[src/rtl/mfp_irq_ctrl_if.sv]
// Bus bundle between the CPU side and the MFP interrupt controller.
// master: drives IRQ_IN, ADDR, WE, DAT_I, IACK; slave: DAT_O, ACK_VALID, VECTOR, IRQ_N.
interface mfp_irq_ctrl_if;
    logic [15:0] IRQ_IN;
    logic [3:0]  ADDR;
    logic        WE;
    logic [7:0]  DAT_I;
    logic [7:0]  DAT_O;
    logic        IACK;
    logic        ACK_VALID;
    logic [7:0]  VECTOR;
    logic        IRQ_N;

    modport master (
        output IRQ_IN, ADDR, WE, DAT_I, IACK,
        input  DAT_O, ACK_VALID, VECTOR, IRQ_N
    );

    modport slave (
        input  IRQ_IN, ADDR, WE, DAT_I, IACK,
        output DAT_O, ACK_VALID, VECTOR, IRQ_N
    );
endinterface

[src/rtl/mfp_irq_ctrl.sv]
// MFP interrupt controller: IER/IPR/ISR/IMR/VR banks, priority encode, IACK vectoring.
// Ports: CLK, RST_N (async active-low), bus (slave modport of mfp_irq_ctrl_if).
module mfp_irq_ctrl #(
    parameter int NUM_CH = 16
) (
    input  logic          CLK,
    input  logic          RST_N,
    mfp_irq_ctrl_if.slave bus
);
    localparam int CW = $clog2(NUM_CH);

    logic [NUM_CH-1:0] ier, ipr, isr, imr, irq_q;
    logic [7:0]        vr;
    logic [7:0]        vector;
    logic              ack_valid;
    logic              irq_n;

    logic [NUM_CH-1:0] ier_n, imr_n, ipr_n, isr_n;
    logic [7:0]        vr_n;
    logic [NUM_CH-1:0] set_v, ipr_clr, isr_keep;
    logic [NUM_CH-1:0] above, elig, ack_oh;
    logic              isr_wipe;
    logic              hit;
    logic [CW-1:0]     sel;

    // Only enabled rising edges latch into IPR.
    assign set_v = bus.IRQ_IN & ~irq_q & ier;

    // Register writes. Bank A (even addr) is channels 15..8.
    always_comb begin
        ier_n    = ier;
        imr_n    = imr;
        vr_n     = vr;
        ipr_clr  = '0;
        isr_keep = '1;
        isr_wipe = 1'b0;
        if (bus.WE) begin
            case (bus.ADDR)
                4'd0: begin
                    ier_n[15:8]   = bus.DAT_I;
                    ipr_clr[15:8] = ~bus.DAT_I;
                end
                4'd1: begin
                    ier_n[7:0]   = bus.DAT_I;
                    ipr_clr[7:0] = ~bus.DAT_I;
                end
                4'd2: ipr_clr[15:8] = ~bus.DAT_I;
                4'd3: ipr_clr[7:0]  = ~bus.DAT_I;
                4'd4: isr_keep[15:8] = bus.DAT_I;
                4'd5: isr_keep[7:0]  = bus.DAT_I;
                4'd6: imr_n[15:8] = bus.DAT_I;
                4'd7: imr_n[7:0]  = bus.DAT_I;
                4'd8: begin
                    vr_n     = bus.DAT_I;
                    isr_wipe = ~bus.DAT_I[3];
                end
                default: ;
            endcase
        end
    end

    // In S mode a channel is eligible only if no ISR bit sits at or above it.
    always_comb begin
        above = '0;
        for (int i = 0; i < NUM_CH; i++) begin
            above[i] = ((isr >> i) == '0);
        end
    end

    assign elig = ipr & imr & (vr[3] ? above : '1);

    // Highest index wins.
    always_comb begin
        sel = '0;
        hit = 1'b0;
        for (int i = 0; i < NUM_CH; i++) begin
            if (elig[i]) begin
                sel = CW'(i);
                hit = 1'b1;
            end
        end
    end

    always_comb begin
        ack_oh = '0;
        if (bus.IACK && hit) begin
            ack_oh[sel] = 1'b1;
        end
    end

    // New edges win over any clear in the same cycle.
    assign ipr_n = (ipr & ~(ipr_clr | ack_oh)) | set_v;
    assign isr_n = (isr_wipe ? '0 : (isr & isr_keep))
                 | (vr[3] ? ack_oh : '0);

    always_ff @(posedge CLK or negedge RST_N) begin
        if (!RST_N) begin
            ier       <= '0;
            ipr       <= '0;
            isr       <= '0;
            imr       <= '0;
            vr        <= '0;
            irq_q     <= '0;
            vector    <= '0;
            ack_valid <= 1'b0;
            irq_n     <= 1'b1;
        end else begin
            ier       <= ier_n;
            imr       <= imr_n;
            vr        <= vr_n;
            ipr       <= ipr_n;
            isr       <= isr_n;
            irq_q     <= bus.IRQ_IN;
            irq_n     <= ~|elig;
            ack_valid <= bus.IACK;
            if (bus.IACK) begin
                vector <= hit ? {vr[7:4], sel} : 8'h18;
            end
        end
    end

    always_comb begin
        bus.DAT_O = 8'h00;
        case (bus.ADDR)
            4'd0: bus.DAT_O = ier[15:8];
            4'd1: bus.DAT_O = ier[7:0];
            4'd2: bus.DAT_O = ipr[15:8];
            4'd3: bus.DAT_O = ipr[7:0];
            4'd4: bus.DAT_O = isr[15:8];
            4'd5: bus.DAT_O = isr[7:0];
            4'd6: bus.DAT_O = imr[15:8];
            4'd7: bus.DAT_O = imr[7:0];
            4'd8: bus.DAT_O = vr;
            default: bus.DAT_O = 8'h00;
        endcase
    end

    assign bus.ACK_VALID = ack_valid;
    assign bus.VECTOR    = vector;
    assign bus.IRQ_N     = irq_n;
endmodule

[src/flat_wrapper.sv]
// flat-port wrapper written by rule: the top's interface ports become plain ports
module mfp_irq_ctrl_flat 
#(
    parameter int NUM_CH = 16
)
  (CLK, RST_N, bus_IRQ_IN, bus_ADDR, bus_WE, bus_DAT_I, bus_IACK, bus_DAT_O, bus_ACK_VALID, bus_VECTOR, bus_IRQ_N);
  mfp_irq_ctrl_if bus_i ();
  input  logic CLK;
  input  logic RST_N;
  input wire logic [$bits(bus_i.IRQ_IN)-1:0] bus_IRQ_IN;
  input wire logic [$bits(bus_i.ADDR)-1:0] bus_ADDR;
  input wire logic [$bits(bus_i.WE)-1:0] bus_WE;
  input wire logic [$bits(bus_i.DAT_I)-1:0] bus_DAT_I;
  input wire logic [$bits(bus_i.IACK)-1:0] bus_IACK;
  output wire logic [$bits(bus_i.DAT_O)-1:0] bus_DAT_O;
  output wire logic [$bits(bus_i.ACK_VALID)-1:0] bus_ACK_VALID;
  output wire logic [$bits(bus_i.VECTOR)-1:0] bus_VECTOR;
  output wire logic [$bits(bus_i.IRQ_N)-1:0] bus_IRQ_N;
  assign bus_i.IRQ_IN = bus_IRQ_IN;
  assign bus_i.ADDR = bus_ADDR;
  assign bus_i.WE = bus_WE;
  assign bus_i.DAT_I = bus_DAT_I;
  assign bus_i.IACK = bus_IACK;
  assign bus_DAT_O = bus_i.DAT_O;
  assign bus_ACK_VALID = bus_i.ACK_VALID;
  assign bus_VECTOR = bus_i.VECTOR;
  assign bus_IRQ_N = bus_i.IRQ_N;
  mfp_irq_ctrl #(.NUM_CH(NUM_CH)) u_core (.CLK(CLK), .RST_N(RST_N), .bus(bus_i));
endmodule
[config.mk]
export PLATFORM = sky130hd
export DESIGN_NAME = mfp_irq_ctrl_flat
export DESIGN_NICKNAME = d
export VERILOG_FILES = /design/src/rtl/mfp_irq_ctrl_if.sv /design/src/rtl/mfp_irq_ctrl.sv /design/src/flat_wrapper.sv
export SDC_FILE = /design/constraint.sdc
export NUM_CORES = 1
export LEC_CHECK = 0
export ABC_AREA = 1
export CAP_MARGIN = 25
export CORE_UTILIZATION = 50
export CTS_BUF_LIST = sky130_fd_sc_hd__clkbuf_4 sky130_fd_sc_hd__clkbuf_8 sky130_fd_sc_hd__clkbuf_16
export DETAILED_ROUTE_END_ITERATION = 7
export MAX_ROUTING_LAYER = met4
export PLACE_DENSITY = 0.75
export SYNTH_ARGS = -nofsm -noshare
export SYNTH_HDL_FRONTEND = slang
export SYNTH_SLANG_ARGS = --single-unit
[constraint.sdc]
create_clock -name CLK -period 2.4 [get_ports CLK]
set_clock_uncertainty 0.05 [all_clocks]
set_input_delay 0.48 -clock CLK [delete_from_list [all_inputs] [get_ports CLK]]
set_output_delay 0.48 -clock CLK [all_outputs]
set_load 0.05 [all_outputs]
==> impl_results.rst, run 1 <==
.. list-table::
   :header-rows: 1

   * - Metric
     - Value
   * - Total design power
     - 8.22 mW
   * - P&R area growth vs syn
     - 44.5%
   * - Kind of cell adding the most delay to the critical path
     - simple AND/OR/NAND/NOR gates
   * - Cell chain of the critical path
     - nor2_1, nand4_1, o21ai_1, nand3_1, nand2_1, nand2_1, nand2_1, nand2_1, nand2_1, nand2_1, nand2_1, nand2_2, nand2_2, nand2_2, nand2_4, buf_12, nand4_1, nand2_1, nand2_1
   * - Instance count of the mapped netlist
     - 583
   * - CTS tree
     - done
   * - Data arrival time of the critical path
     - 2.69 ns
   * - Startpoint types
     - flop
   * - Critical Path Most Common Cell
     - nand2_1
   * - Mean routed wirelength per cell
     - 20.9 um
   * - Delay of the slowest critical-path stage
     - 0.45 ns
   * - Type of the most critical hold path
     - in -> async
   * - Max_cap viols
     - 0
   * - Status
     - finished, violations left
   * - Routed length on met3
     - 1530 um
   * - Violations in the final reports
     - negative setup slack
   * - Highest signal layer in the routed design
     - met4
   * - CTS Sinks
     - 98
   * - Worst setup slack before clock tree synthesis
     - -0.542 ns
   * - Library cell occupying the most area in the post-synthesis netlist
     - dfrtp_1
   * - Insertion delay of the later-clocked pin in the worst-skew pair
     - 0.37 ns
   * - Antenna Nets Post-Route
     - 0
   * - Leak
     - 3.33 nW
   * - Unrepaired setup endpoints after global routing
     - yes
   * - Initial core utilization
     - 0.523
   * - Fraction of layout cells with a size suffix above 1
     - 0.342
   * - Number of warning messages in the yosys log
     - 0
   * - Area share of the largest cell type after synthesis
     - 0.495
   * - Average instance area after synthesis
     - 8.41 um^2
   * - Worst vdd rail ir drop
     - 0.678 mV
   * - Worst path required time
     - 2.61 ns
   * - Maximum clock frequency
     - 0.403 GHz
   * - Hold violation total from the final report
     - 0
   * - Crit path buf inv count
     - 1
   * - DRT Pass-1 Iters
     - 5
   * - Final Net Count
     - 769
   * - Synth Cell Area
     - 4900 um^2
   * - Time the worst path needs with I/O delays and setup
     - 2.48 ns
   * - Worst slew pin tran
     - 0.513 ns
   * - Die X
     - 101 um
   * - Avg Vias per Cell
     - 5.90
   * - Via count
     - 5137
   * - Slowest stage cell on the critical path
     - dfrtp_1
   * - Worst slew margin
     - 0.657
   * - Power Density
     - 1160 nW/um^2
   * - Final Setup Violations
     - 24
   * - Antenna violations before repair
     - 0
   * - Count of pins on the block boundary
     - 50
   * - Maximum number of pins on one net before global-route repair
     - 49
   * - Floorplan die area
     - 10200 um^2
   * - Post-route setup slack
     - -0.0822 ns
   * - DRC violations left
     - 0
   * - Total Neg Setup Slack
     - -0.606 ns
   * - Htree depth
     - 3
   * - Routed wire length
     - 18200 um
   * - Count of pins over their slew limit
     - 0
   * - Placer congestion estimate
     - 1.01
   * - Via count of the first global-routing pass
     - 5023
   * - Largest fanout of any net on the critical path
     - 8
   * - Number of diodes
     - 0
   * - Wire length of the first global-routing pass
     - 27500 um
   * - Portion of the post-synthesis area used by sequential elements
     - 0.501
   * - Total nets after synthesis
     - 615
   * - Post-DP HPWL
     - 13200 um
   * - Die Span Y
     - 101 um
   * - Buffer levels on the longest clock path
     - 2
   * - Synth area leaders
     - dfrtp_1, nand2_1, o21ai_0
   * - CTS hold repair buffers
     - 0
   * - Number of CTS-inserted buffers
     - 9
   * - Num rows
     - 35
   * - Number of design-rule violations left by the first detailed-router iteration
     - 330
   * - Clock transition at the registers of the reported paths
     - 0.10 ns
   * - Cell at the root of the clock tree
     - clkbuf_8
   * - Count of cell types in the netlist
     - 42
   * - Synthesized flop and latch total
     - 98
   * - I/O Buffers
     - 49
   * - Setup crit end kind
     - flop
   * - Crit path kind
     - reg -> reg
   * - Floorplan Core Area
     - 9370 um^2
   * - Routed metal-1 wirelength
     - 7490 um
   * - Met2 wire length
     - 8460 um
   * - Aggregate global routing overflow
     - 0
   * - Total Routing Usage GR
     - 0.383
   * - Period utilization
     - 1.03
## synth_stat cells (all sizes together)
master and count:
nand4 20, nor3b 1, o2111ai 6, a21oi 12, clkinv 2, o21bai 8, a221oi 13, a22o 1
nand3 31, a2111oi 1, nor2 52, nor4 1, buf 4, o21a 2, dfrtp 97, a21boi 2
o211ai 2, o22ai 5, clkbuf 8, a31o 1, inv 56, and3 1, o21ai 65, nand3b 15
a31oi 5, a211oi 1, a32o 1, nand2 166, nor3 3, dfstp 1
## cells by family after synthesis
kind of cell	Yosys count	share of synthesized area
buffers and inverters	70	0.0603
DFF	98	0.501
and+or+nand+nor	290	0.280
AOI/OAI and AO/OA	125	0.159
## routing by layer
layer  vias to the layer above  track usage
met5                         -            -
met3                        56       0.0527
met1                      2481        0.510
met4                         0        0.168
met2                       298        0.587
li1                       2302            -
## cell type report
class,count,area [um^2]
Clock inverter,6,66.3
Timing Repair Buffer,154,1500
Clock buffer,10,138
Tap cell,129,161
Sequential cell,98,2460
Inverter,58,229
Fill cell,714,2290
Multi-Input combinational cell,416,2530
## report_power, final
| part | internal, mW | total (mW) | switching [mW] |
|---|---|---|---|
| sequential | 2.13 | 2.63 | 0.501 |
| combinational | 1.96 | 4.46 | 2.50 |
| clock | 0.513 | 1.13 | 0.615 |
| total | 4.61 | 8.22 | 3.61 |
## registers in the layout (all words and copies together) (netlist names)
register / count
u_core.vr: 8
u_core.ier: 16
u_core.bus.IRQ_N: 1
u_core.imr: 16
u_core.bus.VECTOR: 8
u_core.bus.ACK_VALID: 1
u_core.ipr: 16
u_core.isr: 16
u_core.irq_q: 16
## placed cells by master, fill, tap and decap left out, types with 17 or more instances in the layout
cell type | synthesis | routed
nand2_1 | 156 | 140
dfrtp_1 | 97 | 93
buf_4 | 0 | 88
o21ai_0 | 57 | 52
inv_1 | 47 | 37
clkdlybuf4s50_1 | 0 | 36
nor2_1 | 47 | 26
nand2_2 | 6 | 22
nand4_1 | 20 | 20
buf_12 | 0 | 17
## through the flow
stage	util	cells	cell area, um^2	hold WS, ns
2_1_floorplan	-	583	4910	0.134
3_3_place_gp	0.676	838	6330	0.416
3_5_place_dp	0.676	838	6330	0.421
4_1_cts	0.729	862	6830	0.0202
5_1_grt	0.756	871	7080	0.0388
6_report	0.756	871	7080	0.0212
## worst paths after layout
check                                                         to                             start  slack (ns)  cells after the start
worst max-delay path                     u_core.ipr[8]$_DFF_PN0_           u_core.isr[5]$_DFF_PN0_       -0.08                     19
worst min-delay path                    u_core.vr[4]$_DFFE_PN0P_                             RST_N        0.02                      1
worst max register to register           u_core.ipr[8]$_DFF_PN0_           u_core.isr[5]$_DFF_PN0_       -0.08                     19
worst min register to register  u_core.bus.VECTOR[0]$_DFFE_PN0P_  u_core.bus.VECTOR[0]$_DFFE_PN0P_        0.44                      2
max in group asynchronous               u_core.isr[11]$_DFF_PN0_                             RST_N        1.65                      2
min in group CLK                u_core.bus.VECTOR[0]$_DFFE_PN0P_  u_core.bus.VECTOR[0]$_DFFE_PN0P_        0.44                      2
## timing repair
item | in CTS | in global routing
endpoints found under the setup margin | 37 | 40
setup buffers | 9 | 8
resized for setup | 82 | 52
pin swaps | 26 | 30
gates cloned | 0 | 1
(Power assumes the default switching activity.)
==> inputs of run 2 (changes only) <==
Settings changed: ABC_AREA 1 to unset, PLACE_DENSITY 0.75 to 0.74.
==> run 2 against run 1 <==
The flow still finishes with violations (negative setup slack). Sequential share of layout area down 3.9 points. Sequential cell count unchanged. Die area up 5.7%. Power up 23%. Hold slack worse by 0.0056 ns. Critical path depth down 10. Final cell count down 6.1%. Wire length up 16%. Clock-buffer cell count up 1. Global-route usage up 1.1 points.
==> impl_results.rst, run 2 <==
.. list-table::
   :header-rows: 1

   * - Metric
     - Value
   * - Status
     - finished, violations left (unchanged)
   * - Violations in the final reports
     - negative setup slack (unchanged)
   * - Count of pins on the block boundary
     - 50 (unchanged)
   * - Ys async rst share
     - 1.00 (unchanged)
   * - Utilization after layout
     - 0.806 (was 0.756)
   * - Insertion delay of the later-clocked pin in the worst-skew pair
     - 0.38 ns (was 0.37 ns)
   * - Most used cells in the layout excluding fill and tap cells
     - buf_4, dfrtp_1, nand2_1 (was nand2_1, dfrtp_1, buf_4)
   * - Initial core utilization
     - 0.523 (about the same)
   * - Terminus of the critical flop-to-flop path
     - u_core.ipr[1]$_DFF_PN0_ (was u_core.ipr[8]$_DFF_PN0_)
   * - Power Density
     - 1260 nW/um^2 (was 1160 nW/um^2)
   * - Logic pwr share
     - 0.621 (was 0.542)
   * - EDFF count, synth
     - 0 (unchanged)
   * - Wire length of the first global-routing pass
     - 30500 um (was 27500 um)
   * - Num rows
     - 36 (was 35)
   * - Setup slack on the worst flop-to-flop path
     - -0.35 ns (was -0.08 ns)
   * - Average instance area after synthesis
     - 10.8 um^2 (was 8.41 um^2)
   * - Time the worst path needs with I/O delays and setup
     - 2.75 ns (was 2.48 ns)
   * - Count of cells along the worst register-to-register path
     - 9 (was 19)
   * - Top FF cell, synth
     - dfrtp_1 (unchanged)
   * - Buffer levels on the longest clock path
     - 2 (unchanged)
   * - Library cell occupying the most area in the post-synthesis netlist
     - dfrtp_1 (unchanged)
   * - Avg Vias per Cell
     - 6.58 (was 5.90)
   * - Portion of the post-synthesis area used by sequential elements
     - 0.473 (was 0.501)
   * - Number of warning messages in the yosys log
     - 0 (unchanged)
   * - Count of cell types in the netlist
     - 81 (was 42)
   * - I/O Buffers
     - 49 (unchanged)
   * - DRT Pass-1 Iters
     - 7 (was 5)
   * - CTS Sinks
     - 98 (unchanged)
   * - Maximum number of pins on one net before global-route repair
     - 38 (was 49)
   * - CTS tree
     - done (unchanged)
   * - Fill cell count
     - 596 (was 714)
   * - Commonest cells in the synthesized netlist
     - dfrtp_1, nand2_1, mux2_2 (was nand2_1, dfrtp_1, o21ai_0)
   * - Synth area leaders
     - dfrtp_1, mux2_2, nand2_1 (was dfrtp_1, nand2_1, o21ai_0)
   * - Via count
     - 5386 (was 5137)
   * - Setup crit end kind
     - flop (unchanged)
   * - Htree depth
     - 3 (unchanged)
   * - Fraction of layout cells with a size suffix above 1
     - 0.493 (was 0.342)
   * - Antenna Nets Post-Route
     - 0 (unchanged)
   * - Via count of the first global-routing pass
     - 5250 (was 5023)
   * - Maximum clock frequency
     - 0.364 GHz (was 0.403 GHz)
   * - Reg2reg start
     - u_core.isr[8]$_DFF_PN0_ (was u_core.isr[5]$_DFF_PN0_)
   * - Total Neg Setup Slack
     - -7.19 ns (was -0.606 ns)
   * - Largest fanout of any net on the critical path
     - 5 (was 8)
   * - Post-route setup slack
     - -0.346 ns (was -0.0822 ns)
   * - Unrepaired setup endpoints after global routing
     - yes (unchanged)
   * - Floorplan die area
     - 10800 um^2 (was 10200 um^2)
   * - Worst slew margin
     - 0.633 (was 0.657)
   * - Aggregate global routing overflow
     - 0 (unchanged)
   * - Instance count of the mapped netlist
     - 480 (was 583)
   * - Type of the most critical hold path
     - in -> async (unchanged)
   * - Final Setup Violations
     - 34 (was 24)
   * - P&R area growth vs syn
     - 54.1% (was 44.5%)
   * - Floorplan Core Area
     - 9910 um^2 (was 9370 um^2)
   * - Period utilization
     - 1.14 (was 1.03)
   * - Count of pins over their slew limit
     - 0 (unchanged)
   * - Max_cap viols
     - 0 (unchanged)
   * - Post-DP HPWL
     - 14800 um (was 13200 um)
   * - Switch Pwr
     - 4.38 mW (was 3.61 mW)
   * - Number of diodes
     - 0 (unchanged)
   * - Clock network fraction of total power
     - 0.113 (was 0.137)
   * - Placer congestion estimate
     - 0.985 (was 1.01)
   * - Part of the total power dissipated in sequential elements
     - 0.266 (was 0.320)
   * - Worst slew pin tran
     - 0.550 ns (was 0.513 ns)
   * - Area share of the largest cell type after synthesis
     - 0.468 (was 0.495)
   * - Antenna violations before repair
     - 0 (unchanged)
   * - Die Span Y
     - 104 um (was 101 um)
   * - Synth Cell Area
     - 5180 um^2 (was 4900 um^2)
   * - Mean routed wirelength per cell
     - 25.8 um (was 20.9 um)
   * - Total Routing Usage GR
     - 0.394 (was 0.383)
   * - Synthesized flop and latch total
     - 98 (unchanged)
   * - DRC violations left
     - 0 (unchanged)
   * - Data arrival time of the critical path
     - 2.98 ns (was 2.69 ns)
   * - Switching Share
     - 0.433 (was 0.440)
   * - Most common cell after layout, fill and taps aside
     - buf_4 (was nand2_1)
   * - Hold violation total from the final report
     - 0 (unchanged)
   * - Number of design-rule violations left by the first detailed-router iteration
     - 536 (was 330)
   * - Routed wire length
     - 21100 um (was 18200 um)
   * - Worst path required time
     - 2.63 ns (was 2.61 ns)
   * - Total nets after synthesis
     - 512 (was 615)
   * - Crit path kind
     - reg -> reg (unchanged)
   * - Internal
     - 5.72 mW (was 4.61 mW)
   * - Leading cell type by number of instances after synthesis
     - dfrtp_1 (was nand2_1)
   * - Worst vdd rail ir drop
     - 1.09 mV (was 0.678 mV)
   * - Die X
     - 104 um (was 101 um)
   * - Number of CTS-inserted buffers
     - 9 (unchanged)
   * - Leak
     - 3.38 nW (was 3.33 nW)
   * - Cell at the root of the clock tree
     - clkbuf_8 (unchanged)
   * - Startpoint types
     - flop (unchanged)
   * - Final Net Count
     - 713 (was 769)
   * - Clock transition at the registers of the reported paths
     - 0.10 ns (about the same)
[run 2: cell count changes in the layout (fill, tap and decap cells not counted), moves of 10 or more]
cell	previous run	this run
nor2_2	16	1
mux2_2	0	41
nor2_1	26	14
inv_2	15	0
nand4_1	20	7
a32o_1	1	11
a22oi_1	0	10
o21ai_0	52	17
buf_6	11	25
nand2_1	140	46
inv_1	37	3
nand2_2	22	4
nand3_1	16	6
buf_4	88	136
[run 2: stage by stage]
step                setup slack [ns]  instance area, um^2  power, mW  hold WS (ns)  cells
finish                        -0.346                 7990       10.1        0.0156    818
global route                  -0.445                 7990       10.4        0.0471    818
CTS                           -0.232                 7390       8.74        0.0258    791
detailed placement            -0.470                 6850       7.03         0.426    770
global placement              -0.448                 6850       6.95         0.427    770
floorplan                    -0.0104                 5230       4.76         0.134    480
[run 2: cell families (layout without fill, tap and decap cells)]
family / Yosys count / count (layout) / share of synthesized area
simple gates: 171 / 172 / 0.189
compound gates: 140 / 140 / 0.214
flops: 98 / 98 / 0.473
mux: 45 / 45 / 0.0968
buf+inv: 26 / 230 / 0.0265
[run 2: worst max path at each step]
stage,from,endpoint,slack (ns),cells past startpoint
4_1_cts,u_core.isr[8]$_DFF_PN0_,u_core.ipr[6]$_DFF_PN0_,-0.23,8
3_5_place_dp,bus_ADDR[3],bus_DAT_O[3],-0.47,6
5_1_grt,u_core.isr[8]$_DFF_PN0_,u_core.ipr[1]$_DFF_PN0_,-0.45,9
2_1_floorplan,bus_ADDR[0],bus_DAT_O[0],-0.01,6
3_3_place_gp,u_core.vr[3]$_DFFE_PN0P_,u_core.ipr[11]$_DFF_PN0_,-0.45,8
6_report,u_core.isr[8]$_DFF_PN0_,u_core.ipr[1]$_DFF_PN0_,-0.35,9
[run 2: power by group through the flow]
stage / combinational (mW) / clock (mW) / sequential, mW
5_1_grt: 6.50 / 1.22 / 2.72
2_1_floorplan: 2.06 / 0 / 2.70
3_3_place_gp: 4.36 / 0 / 2.59
3_5_place_dp: 4.42 / 0 / 2.61
6_report: 6.27 / 1.14 / 2.69
4_1_cts: 4.99 / 1.16 / 2.60
[run 2: area by class of cell]
class	count	area, um^2	share of cell area
clock buffer	11	151	0.0190
clock inverter	4	58.8	0.00736
sequential	98	2460	0.308
tap	133	166	0.0208
timing repair buffer	212	1940	0.242
multi-input combinational	357	3200	0.401
inverter	3	11.3	0.00141
[run 2: metal layers]
layer / vias up / wire length, um / global-route usage / share of wire
met5: - / 0 / - / 0
met1: 2660 / 8260 / 0.513 / 0.39
met2: 353 / 9520 / 0.585 / 0.45
li1: 2278 / - / - / -
met3: 95 / 2250 / 0.0975 / 0.11
met4: 0 / 1070 / 0.177 / 0.051
[run 2: critical path: stages, from the launching register on]
cell and delay, ns:
dfrtp_2 0.49, or3_4 0.46, nor4_4 0.30, a31oi_4 0.17, o311ai_4 0.38, a211oi_4 0.09
buf_12 0.17, nor4_2 0.30, buf_4 0.17, o21ai_1 0.05
[run 2: timing repair]
| action | in CTS | in global routing |
|---|---|---|
| gates cloned | 1 | 0 |
| resized for setup | 84 | 81 |
| buffers inserted | 8 | 28 |
| setup endpoints to repair | 43 | 39 |
| hold buffers | 0 | 0 |
| pin swaps | 20 | 44 |
